`src/rtl/seg_scan_ctrl.sv`:
```
// Multiplexed 8-digit hex display scanner driving a 3-to-8 decoder.
// Latency: every output is registered and describes the state held in the same cycle.
// Backpressure: none; en=0 abandons the scan on the next edge, rst_n (sync, active-low) overrides all.
//
// Ports:
//   clk, rst_n        - sole clock; synchronous active-low reset
//   en                - scan enable
//   data, digit_mask  - eight hex nibbles and per-digit light mask, sampled once per frame
//   a, e1_n, e2_n, e3 - decoder select and enables (e1_n/e2_n active-low, e3 active-high)
//   hex               - nibble of the selected digit
//   frame             - one-cycle pulse on the first cycle of digit 0 after a 7->0 wrap
module seg_scan_ctrl #(
    parameter int DIV   = 10000,
    parameter int BLANK = 16
) (
    input  logic        clk,
    input  logic        rst_n,
    input  logic        en,
    input  logic [31:0] data,
    input  logic [7:0]  digit_mask,
    output logic [2:0]  a,
    output logic        e1_n,
    output logic        e2_n,
    output logic        e3,
    output logic [3:0]  hex,
    output logic        frame
);

    localparam logic [1:0] S_IDLE  = 2'd0;
    localparam logic [1:0] S_BLANK = 2'd1;
    localparam logic [1:0] S_SHOW  = 2'd2;

    localparam logic [15:0] CNT_LAST  = 16'(DIV - 1);
    localparam logic [15:0] CNT_BLANK = 16'(BLANK);

    logic [1:0]  r_state;
    logic [15:0] r_cnt;
    logic [2:0]  r_dig;
    logic [31:0] r_shadow_data;
    logic [7:0]  r_shadow_mask;

    logic [1:0]  w_nxt_state;
    logic [15:0] w_nxt_cnt;
    logic [2:0]  w_nxt_dig;
    logic [31:0] w_nxt_data;
    logic [7:0]  w_nxt_mask;
    logic        w_nxt_frame;
    logic [15:0] w_cnt_inc;
    logic [31:0] w_nib_shift;
    logic [3:0]  w_nxt_nib;
    logic        w_nxt_lit;

    assign w_cnt_inc = r_cnt + 16'd1;

    // Next-state logic for the scan sequencer.
    always_comb begin
        w_nxt_state = r_state;
        w_nxt_cnt   = r_cnt;
        w_nxt_dig   = r_dig;
        w_nxt_data  = r_shadow_data;
        w_nxt_mask  = r_shadow_mask;
        w_nxt_frame = 1'b0;
        case (r_state)
            S_IDLE: begin
                if (en) begin
                    w_nxt_state = S_BLANK;
                    w_nxt_cnt   = 16'd0;
                    w_nxt_dig   = 3'd0;
                    w_nxt_data  = data;
                    w_nxt_mask  = digit_mask;
                end
            end
            default: begin
                if (!en) begin
                    w_nxt_state = S_IDLE;
                    w_nxt_cnt   = 16'd0;
                    w_nxt_dig   = 3'd0;
                end else if (r_cnt == CNT_LAST) begin
                    w_nxt_state = S_BLANK;
                    w_nxt_cnt   = 16'd0;
                    w_nxt_dig   = r_dig + 3'd1;
                    // Shadows only reload on the frame wrap so a frame never tears.
                    if (r_dig == 3'd7) begin
                        w_nxt_frame = 1'b1;
                        w_nxt_data  = data;
                        w_nxt_mask  = digit_mask;
                    end
                end else begin
                    w_nxt_cnt   = w_cnt_inc;
                    w_nxt_state = (w_cnt_inc < CNT_BLANK) ? S_BLANK : S_SHOW;
                end
            end
        endcase
    end

    // Output values are derived from the next state so the registered
    // outputs line up with the state they describe.
    assign w_nib_shift = w_nxt_data >> {w_nxt_dig, 2'b00};
    assign w_nxt_nib   = w_nib_shift[3:0];
    assign w_nxt_lit   = (w_nxt_state == S_SHOW) && w_nxt_mask[w_nxt_dig];

    always_ff @(posedge clk) begin
        if (!rst_n) begin
            r_state       <= S_IDLE;
            r_cnt         <= 16'd0;
            r_dig         <= 3'd0;
            r_shadow_data <= 32'd0;
            r_shadow_mask <= 8'd0;
            a             <= 3'd0;
            e1_n          <= 1'b1;
            e2_n          <= 1'b1;
            e3            <= 1'b0;
            hex           <= 4'd0;
            frame         <= 1'b0;
        end else begin
            r_state       <= w_nxt_state;
            r_cnt         <= w_nxt_cnt;
            r_dig         <= w_nxt_dig;
            r_shadow_data <= w_nxt_data;
            r_shadow_mask <= w_nxt_mask;
            frame         <= w_nxt_frame;
            if (w_nxt_state == S_IDLE) begin
                a   <= 3'd0;
                hex <= 4'd0;
            end else begin
                a   <= w_nxt_dig;
                hex <= w_nxt_nib;
            end
            // Enables only come up after at least one blanking cycle, so
            // they are never high on a cycle where a moves.
            e1_n <= !w_nxt_lit;
            e2_n <= !w_nxt_lit;
            e3   <= w_nxt_lit;
        end
    end

endmodule
```
`config.mk`:
```
export PLATFORM = sky130hd
export DESIGN_NAME = seg_scan_ctrl
export DESIGN_NICKNAME = d
export VERILOG_FILES = /design/src/rtl/seg_scan_ctrl.sv
export SDC_FILE = /design/constraint.sdc
export NUM_CORES = 1
export LEC_CHECK = 0
export ABC_CLOCK_PERIOD_IN_PS = 3400
export CORE_MARGIN = 1.5
export CORE_UTILIZATION = 57
export CTS_CLUSTER_DIAMETER = 60
export DETAILED_ROUTE_END_ITERATION = 6
export GPL_TIMING_DRIVEN = 0
export PLACE_DENSITY = 0.89
export RECOVER_POWER = 50
export SLEW_MARGIN = 30
export SYNTH_ARGS = -nofsm -noshare
export SYNTH_HDL_FRONTEND = slang
export SYNTH_SLANG_ARGS = --single-unit
```
`constraint.sdc`:
```
create_clock -name clk -period 3.4 [get_ports clk]
set_clock_uncertainty 0.15 [all_clocks]
set_input_delay 0.34 -clock clk [delete_from_list [all_inputs] [get_ports clk]]
set_output_delay 0.34 -clock clk [all_outputs]
set_load 0.02 [all_outputs]
```
# After elaboration in Yosys (flattened, before gate mapping)
# Index checks and enable logic that the tools add are counted.
dict set report op_classes {
  n_bitwise 3
  n_lt_le_gt_ge 2
  n_mux 26
  shift 1
  n_reduce_logical 6
  addsub 2
  n_eq_ne 4
}
# operator count
set ops {}
lappend ops {{two-way mux 32 bit} 5}
lappend ops {{two-way mux 16 bit} 4}
lappend ops {{two-way mux 8 bit} 5}
lappend ops {{right shift 32 x 5 -> 4 bit} 1}
lappend ops {{adder 16 x 1 -> 16 bit, second input constant} 1}
lappend ops {{equality test 16 x 14 -> 1 bit, second input constant} 1}
lappend ops {{< comparator 16 x 5 -> 1 bit, second input constant} 1}
lappend ops {{two-way mux 3 bit} 4}
lappend ops {{two-way mux 2 bit} 5}
lappend ops {{zero test 2 bit} 2}
lappend ops {{< comparator 3 x 4 -> 1 bit, second input constant} 1}
lappend ops {{OR reduction 4 bit} 1}
lappend ops {{adder 3 x 1 -> 3 bit, second input constant} 1}
lappend ops {{binary-select mux 1 bit (select 3 bit)} 1}
lappend ops {{equality test 3 bit, second input constant} 1}
lappend ops {{inverter 1 bit} 3}
lappend ops {{equality test 2 bit, second input constant} 1}
lappend ops {{two-way mux 1 bit} 2}
lappend ops {{inequality test 2 bit, second input constant} 1}
lappend ops {{OR reduction 2 bit} 1}
lappend ops {{logical AND 1 bit} 1}
lappend ops {{zero test 1 bit} 1}
dict set report totals {
  regBits 71
  output_inout_bits 11
  word_cells 54
  input_bits 43
}

# Logic depth before layout (Yosys ltp)
# Gate-level depths: netlist (run 1).
dict set report depth {
  word_depth 9
  ltp_mapped 10
  ltp_nobuf 9
}

# Least setup slack after synthesis (run 1)
# OpenSTA, ideal clock, no wires.
dict set report synth_path {
  path_type {register -> register}
  from {register r_cnt[4]}
  to {register e3}
  arrival_ns 2.517
  path_slack_ns 0.617
  path_stages_with_launch 9
  period_less_slack_ns 2.783
  n_path_buf 1
  t_required_ns 3.134
  setup_time_ns 0.116
  path_cell_list {dfxtp_1 -> buf_6 -> or4_4 -> nor4_4 -> mux2_2 -> a221oi_1 -> a311oi_1 -> a311o_1 -> o211a_1}
}
dict set report synth_via {
  elab_chain_len 8
  word_cells_on_any_way 17
  cone_classes {add/sub (1); order compare (1); eq/ne (2); mux (12); reduce/logical (1)}
}
# element line_no
set synth_lines {}
lappend synth_lines {{start, declared} 37} ;# logic [15:0] r_cnt;
lappend synth_lines {{start signal, assigned} 117} ;# r_cnt <= w_nxt_cnt;
lappend synth_lines {{adder 16 x 1 -> 16 bit} 53} ;# assign w_cnt_inc = r_cnt + 16'd1;
lappend synth_lines {{< comparator 16 x 5 -> 1 bit} 90} ;# w_nxt_state = (w_cnt_inc < CNT_BLANK) ? S_BLANK : S_SHOW;
lappend synth_lines {{two-way mux 2 bit} 90}
lappend synth_lines {{two-way mux 2 bit} 78} ;# end else if (r_cnt == CNT_LAST) begin
lappend synth_lines {{two-way mux 2 bit} 74} ;# if (!en) begin
lappend synth_lines {{two-way mux 2 bit} 63} ;# case (r_state)
lappend synth_lines {{equality test 2 bit} 100} ;# assign w_nxt_lit = (w_nxt_state == S_SHOW) && w_nxt_mask[w_nxt_dig];
lappend synth_lines {{logical AND 1 bit *} 100}
lappend synth_lines {{end signal, assigned} 133} ;# e3 <= w_nxt_lit;
lappend synth_lines {{end, declared} 24} ;# output logic e3,
# Every way passes the cells marked *; elsewhere a longest branch is shown, timed or not. The select of a mux whose other input is x is not followed.
# A chain may end at the register's enable or synchronous reset.

# Final worst setup path (run 1)
dict set report layout_path {
  from {register r_cnt[1]}
  to {register hex[3]}
}
dict set report layout_via {
  elab_chain_len 8
  word_cells_on_any_way 16
  cone_classes {add/sub (1); order compare (1); eq/ne (1); shift (1); mux (10); reduce/logical (2)}
}
# element line_no
set layout_lines {}
lappend layout_lines {{adder 16 x 1 -> 16 bit} 53}
lappend layout_lines {{< comparator 16 x 5 -> 1 bit} 90}
lappend layout_lines {{two-way mux 2 bit} 90}
lappend layout_lines {{two-way mux 2 bit} 78}
lappend layout_lines {{two-way mux 2 bit} 74}
lappend layout_lines {{two-way mux 2 bit} 63}
lappend layout_lines {{zero test 2 bit} 122} ;# if (w_nxt_state == S_IDLE) begin
lappend layout_lines {{OR reduction 2 bit (no line)} -}
lappend layout_lines {{end signal, assigned} 127} ;# hex <= w_nxt_nib;
lappend layout_lines {{end, declared} 25} ;# output logic [3:0] hex,
# Several ways; a longest one is shown, not always the timed one.

==> impl_results.md, run 1 <==
* Post-Synth Adder-Cell Area at less than 1%
* Synth Instances at 623
* Worst R2R End: hex[3]
* Internal at approximately 1.3 mW
* Number of global-route vias before repair at just under 5000
* Vias per inst at 6.76
* DR DRC count at 1
* Yosys reg bits at 71
* Hpwl dp at 10.9 mm
* Switching share of total power at between 20% and 30%
* Grt total ovfl at 0
* CTS Buffer Depth at 2
* Crit path capture type: flop
* Iter 0 DRT Violations at slightly below 700
* Unrepaired setup endpoints after global routing: true
* Max-slew headroom at 53.6%
* Port bufs at 53
* Synth unique cells at 63
* Synth top area share at 30.7%
* Mux cell area share after synthesis at approximately 3.6%
* Fin crit period at around 3.3 ns
* Async S/R FF share, synth at 0%
* Leak Pwr at 1.98 nW
* First-pass GRT wire length at between 20 and 25 mm
* Die area at slightly below 9000 µm²
* Drt pass-1 iters at 7
* CTS buffer count at 9
* Simple-Gate Fraction of Synth Area at 30.7%
* Comb power frac at ~15%
* Final nets at approximately 730
* Critical path fanouts, max at 10
* Clock power frac at 34.8%
* Syn Area/Cell at roughly 7.4 µm²
* CTS root buf: clkbuf_8
* Critical path data required time at ~3.5 ns
* Mapped Area at around 4600 µm²
* Number of synthesized flops with an enable pin at 0
* Post-Synth XOR/XNOR Area at 0.757%
* Most used DFF post-synth: dfxtp_1
* Area leader, netlist: dfxtp_1
* P&R area growth vs syn at 18.8%
* Die height at just over 90 µm
* GPL Wtd Cong at 0.971
* Hold WC Path Type: flop to flop
* Top post-synthesis cells by area: dfxtp_1 (31%), nand2_1 (8.2%), a21boi_0 (7.5%), o21ai_0 (4.2%), nor2_1 (3.6%)
* R2r setup slk at slightly above 0.1 ns
* ANT nets after route at 0
* Antenna cells at 0
* CTS tree: built
* Initial antenna violation count at 0
* Top cells by count, synth: nand2_1 (101), dfxtp_1 (71), a21boi_0 (46)
* Synthesized net count at between 600 and 700
* Drt wl/cell at approximately 19 µm
* Site Rows at 32
* Clk_lat worst skew at between 0.3 and 0.4 ns
* Fmax at ~300 MHz
* Hold WS at between 0.3 and 0.4 ns
* Total Wirelength at between 15 and 20 mm
* Worst EP arrival at between 3 and 4 ns
* Sequential area share after synthesis at a little under a third
* YS warnings at 0
* Post-CTS sizing at 1
* Sequential share of power at between 50% and 60%
* Power Dens Cells at between 300 and 400 nW/µm²
* Finish-stage setup viols at 0
* Routed vias at 5357
* Origin of the critical flop-to-flop path: r_cnt[1]
* Worst hold start: r_shadow_data[6]
* Crit path launch type: flop
* Worst reg2reg path depth at 10
* Clock transition at the registers of the reported paths at roughly 0.080 ns
* Setup Fix Bufs, Post-CTS at 0
* Failing checks: DRC
* Share of cells above drive strength 1 at just under 9%
* CTS H-tree depth at 3
* Max IR drop VDD at 242 µV
* Final Hold Viols at 0
* Initial Util at 59.3%
* Crit path kind: flop to flop
* Largest net degree at the start of global routing at 12
* Most common cell in the netlist: nand2_1
* Status: finished with violations
* Slew Limit Fails at 0
* # IOs at 54
* Chip width at around 93 µm
* Net Sw Power at roughly 0.51 mW
* CTS Hold Bufs at 0
* Cell depth of the worst hold path at 2
* Synth Area in Compound Gates at about 28%
* Worst slew pin tran at about 0.69 ns
* Hold path endpoint: r_shadow_data[6]
* Maxcap violations at 0
* Filler cells at 694
* CTS Sinks at 71
* Overall Global Routing Usage at 35.7%
* Largest family of logic cells by synthesized area: simple AND/OR/NAND/NOR gates
* Fin util at 70.4%
* Core box area at between 7000 and 8000 µm²
* Final period util at a little over nine tenths
[registers in the layout, indices dropped and copies added (netlist names)]
signal and cells:
r_cnt 16, a 3, r_state 2, frame 1, hex 4, r_shadow_data 32, e2_n 1, e3 1
r_shadow_mask 8, r_dig 3
[stage by stage]
stage	cells	setup TNS (ns)	setup slack, ns	power [mW]	instance area, µm²
2_1_floorplan	623	0	0.617	1.04	4630
3_3_place_gp	778	-0.523	-0.126	1.15	5290
3_5_place_dp	778	-0.695	-0.176	1.16	5290
4_1_cts	793	0	0.0752	1.76	5450
5_1_grt	793	-0.00824	-0.00824	1.83	5500
6_report	793	0	0.104	1.77	5500
[cell usage in the layout (no fill, tap or decap), types with 10 or more instances in the layout]
cell type / Yosys / final
nand4_1: 10 / 10
o22ai_1: 26 / 26
clkdlybuf4s50_1: 0 / 41
clkbuf_1: 38 / 32
o21ai_0: 39 / 39
nand2_1: 101 / 100
dfxtp_1: 71 / 70
nor3_1: 23 / 23
a21oi_1: 24 / 24
clkbuf_8: 0 / 10
a21boi_0: 46 / 46
and2_1: 13 / 13
nor2_1: 44 / 44
dlygate4sd3_1: 0 / 12
nand3_1: 28 / 28
[power groups by stage]
stage	Combinational, mW	Sequential [mW]	Clock [mW]
floorplan	0.143	0.897	0
global placement	0.251	0.901	0
detailed placement	0.258	0.903	0
CTS	0.259	0.883	0.615
global route	0.289	0.887	0.655
finish	0.267	0.885	0.616
[critical path, cell delays in order (launching register included)]
cell      delay, ns
dfxtp_1        0.47
ha_2           0.30
and3_1         0.29
and4_1         0.30
buf_2          0.31
mux2i_1        0.28
and2_1         0.24
buf_2          0.29
a221oi_1       0.12
o31ai_1        0.29
o22ai_1        0.14
[kinds of logic after synthesis]
group	Yosys count
and+or+nand+nor	281
xor gates and xnor gates	4
DFF	71
adders and majority gates	3
muxes	13
AOI/OAI and AO/OA	192
buffers and inverters	59
[layout make-up]
class | count | area [µm²] | area share [%]
sequential | 71 | 1420 | 25.9
clock buffer | 11 | 141 | 2.57
clock inverter | 4 | 22.5 | 0.410
inverter | 8 | 30.0 | 0.546
tap | 102 | 128 | 2.32
buffer | 51 | 228 | 4.14
timing repair buffer | 53 | 531 | 9.65
multi-input combinational | 493 | 2990 | 54.5
[worst max path at each step]
stage / startpoint / end / slack (ns) / cells past startpoint
2_1_floorplan: r_cnt[4] / e3 / 0.62 / 8
3_3_place_gp: en / hex[3] / -0.13 / 8
3_5_place_dp: en / hex[1] / -0.18 / 8
4_1_cts: r_cnt[12] / r_shadow_data[30] / 0.08 / 9
5_1_grt: r_cnt[1] / hex[3] / -0.008 / 10
6_report: r_cnt[1] / hex[3] / 0.10 / 10
[per-layer routing]
metal / GRT usage, % / up-vias / wire length (µm)
met1: 46.4 / 2478 / 6100
met3: 7.48 / 67 / 1680
li1: - / 2429 / -
met5: 0 / - / 0
met4: 17.4 / 0 / 515
met2: 56.1 / 383 / 6890
No activity file was read; power rests on OpenSTA's default activity.
==> run 2, diff against run 1 <==
--- a/config.mk
+++ b/config.mk
@@ -11,7 +11,7 @@
 export CTS_CLUSTER_DIAMETER = 60
 export DETAILED_ROUTE_END_ITERATION = 6
 export GPL_TIMING_DRIVEN = 0
-export PLACE_DENSITY = 0.89
+export PLACE_DENSITY_LB_ADDON = 0.2
 export RECOVER_POWER = 50
 export SLEW_MARGIN = 30
 export SYNTH_ARGS = -nofsm -noshare
==> run 2 against run 1 <==
Largest cell class unchanged. Setup slack lost 0.0022 ns. Clock power is 42% higher. Critical path depth decreased by 2. Maximum frequency about the same. Flip-flop and latch count did not move. The flow still finishes with violations (DRC). Core utilization increased by 0.98 points.
==> impl_results.md, run 2 (synthesized netlist as in run 1, its figures left out) <==
* Vias per inst at 6.71
* Power Dens Cells at ~360 nW/µm²
* Max IR drop VDD at approximately 240 µV
* Worst reg2reg path depth at 8
* Core box area at just under 8000 µm²
* Failing checks: DRC
* P&R area growth vs syn at 20.4%
* CTS buffer count at 9
* Slew Limit Fails at 0
* Hold WC Path Type: flop to flop
* Switching share of total power at 26.6%
* Grt total ovfl at 0
* Site Rows at 32
* Initial antenna violation count at 0
* Clock power frac at between 40% and 50%
* Max-slew headroom at a little over half
* DR DRC count at 16
* Fin util at roughly 71%
* Most frequent cells in the layout: nand2_1 (100), dfxtp_1 (70), a21boi_0 (46), nor2_1 (44), clkdlybuf4s50_1 (41)
* Hpwl dp at 11.3 mm
* Crit path capture type: flop
* Chip width at between 90 and 100 µm
* Clock transition at the registers of the reported paths at around 0.09 ns
* Clk_lat worst skew at 0.36 ns
* Finish-stage setup viols at 0
* Initial Util at 59.3%
* Die area at 8670 µm²
* Total Wirelength at around 16 mm
* Share of cells above drive strength 1 at 8.68%
* Overall Power at 2.03 mW
* Fin crit period at about 3.3 ns
* # IOs at between 50 and 60
* Critical path fanouts, max at 10
* Worst EP arrival at ~3.4 ns
* Largest net degree at the start of global routing at 14
* CTS tree: built
* CTS H-tree depth at 3
* Antenna cells at 0
* Number of flip-flops under the largest register name at 32
* Filler cells at around 630
* Overall Global Routing Usage at a little under two fifths
* Status: finished with violations
* Fmax at a little over 300 MHz
* Cell depth of the worst hold path at 2
* Register area at between 1000 and 1500 µm²
* Comb power frac at 13.3%
* CTS root buf: clkbuf_8
* Final nets at around 730
* Drt wl/cell at around 20 µm
* Drt pass-1 iters at 7
* Maxcap violations at 0
* Die height at 93.1 µm
* CTS Hold Bufs at 0
* Final period util at between 90% and 100%
* CTS Buffer Depth at 2
* ANT nets after route at 0
* Final Hold Viols at 0
* Crit path launch type: flop
* Biggest register: r_shadow_data
* Port bufs at 53
* Critical path data required time at 3.50 ns
* Iter 0 DRT Violations at ~620
* Leak Pwr at 2.02 nW
* Worst slew pin tran at ~0.7 ns
* Internal at about 1.5 mW
* Most common cell after layout, fill and taps aside: nand2_1
* Sequential share of power at a little over two fifths
* GPL Wtd Cong at about 0.97
* Biggest regs: r_shadow_data: 32 flops, r_cnt: 16 flops, r_shadow_mask: 8 flops
* First-pass GRT wire length at between 20 and 30 mm
* CTS Sinks at 71
* Number of global-route vias before repair at between 5000 and 6000
* Area occupied by multi-input gates at approximately 3000 µm²
* Net Sw Power at about 0.54 mW
* Routed vias at around 5300
* Crit path kind: flop to flop
[run 2: metal layers]
metal,wire (µm),global-route usage (%),up-vias
li1,-,-,2430
met1,6430,47.1,2497
met2,7190,59.7,316
met3,1460,6.99,76
met4,698,20.5,0
met5,0,0,-
[run 2: critical path, cell delays in order (launching register included)]
cell      delay [ns]
dfxtp_1         0.32
clkbuf_2        0.17
or4_4           0.53
or4_4           0.54
clkbuf_1        0.31
nand3_1         0.47
buf_2           0.35
o221ai_1        0.15
and3b_1         0.19
[run 2: cell type report]
cell class | instances | area share [%]
Multi-Input combinational cell | 493 | 53.5
Tap cell | 102 | 2.29
Inverter | 8 | 0.539
Buffer | 50 | 4.06
Sequential cell | 71 | 25.5
Timing Repair Buffer | 53 | 9.52
Clock buffer | 10 | 2.47
Clock inverter | 6 | 2.09
[run 2: final timing paths]
path | startpoint | to | slack [ns]
setup / recovery | r_cnt[5] | r_cnt[12] | 0.10
hold / removal | r_shadow_mask[2] | r_shadow_mask[2] | 0.32
setup reg to reg | r_cnt[5] | r_cnt[12] | 0.10
hold reg to reg | r_shadow_mask[2] | r_shadow_mask[2] | 0.32
[run 2: timing repair]
action	CTS	global route
endpoints found under the setup margin	2	45
setup buffers	0	0
hold endpoints to repair	0	0
resized for setup	1	20
[run 2: power groups by stage]
| stage | sequential [mW] | clock [mW] | combinational, mW |
|---|---|---|---|
| finish | 0.884 | 0.877 | 0.271 |
| global route | 0.888 | 0.915 | 0.291 |
| CTS | 0.883 | 0.872 | 0.264 |
| detailed placement | 0.902 | 0 | 0.263 |
| global placement | 0.901 | 0 | 0.256 |
| floorplan | 0.897 | 0 | 0.143 |
[run 2: through the flow]
stage / area, µm² / setup slack (ns) / cells / setup TNS, ns / hold slack, ns
finish: 5570 / 0.102 / 793 / 0 / 0.316
detailed placement: 5290 / -0.269 / 778 / -1.40 / 0.305
global route: 5570 / -0.00158 / 793 / -0.00158 / 0.327
floorplan: 4630 / 0.617 / 623 / 0 / 0.290
global placement: 5290 / -0.237 / 778 / -1.20 / 0.299
CTS: 5540 / 0.0388 / 794 / 0 / 0.318
==> run 3, diff against run 2 <==
--- a/config.mk
+++ b/config.mk
@@ -5,10 +5,10 @@
 export SDC_FILE = /design/constraint.sdc
 export NUM_CORES = 1
 export LEC_CHECK = 0
-export ABC_CLOCK_PERIOD_IN_PS = 3400
 export CORE_MARGIN = 1.5
 export CORE_UTILIZATION = 57
 export CTS_CLUSTER_DIAMETER = 60
+export CTS_CLUSTER_SIZE = 8
 export DETAILED_ROUTE_END_ITERATION = 6
 export GPL_TIMING_DRIVEN = 0
 export PLACE_DENSITY_LB_ADDON = 0.2
==> results of run 3 <==
Final layout, timing and power as in run 2 (identical DEF).
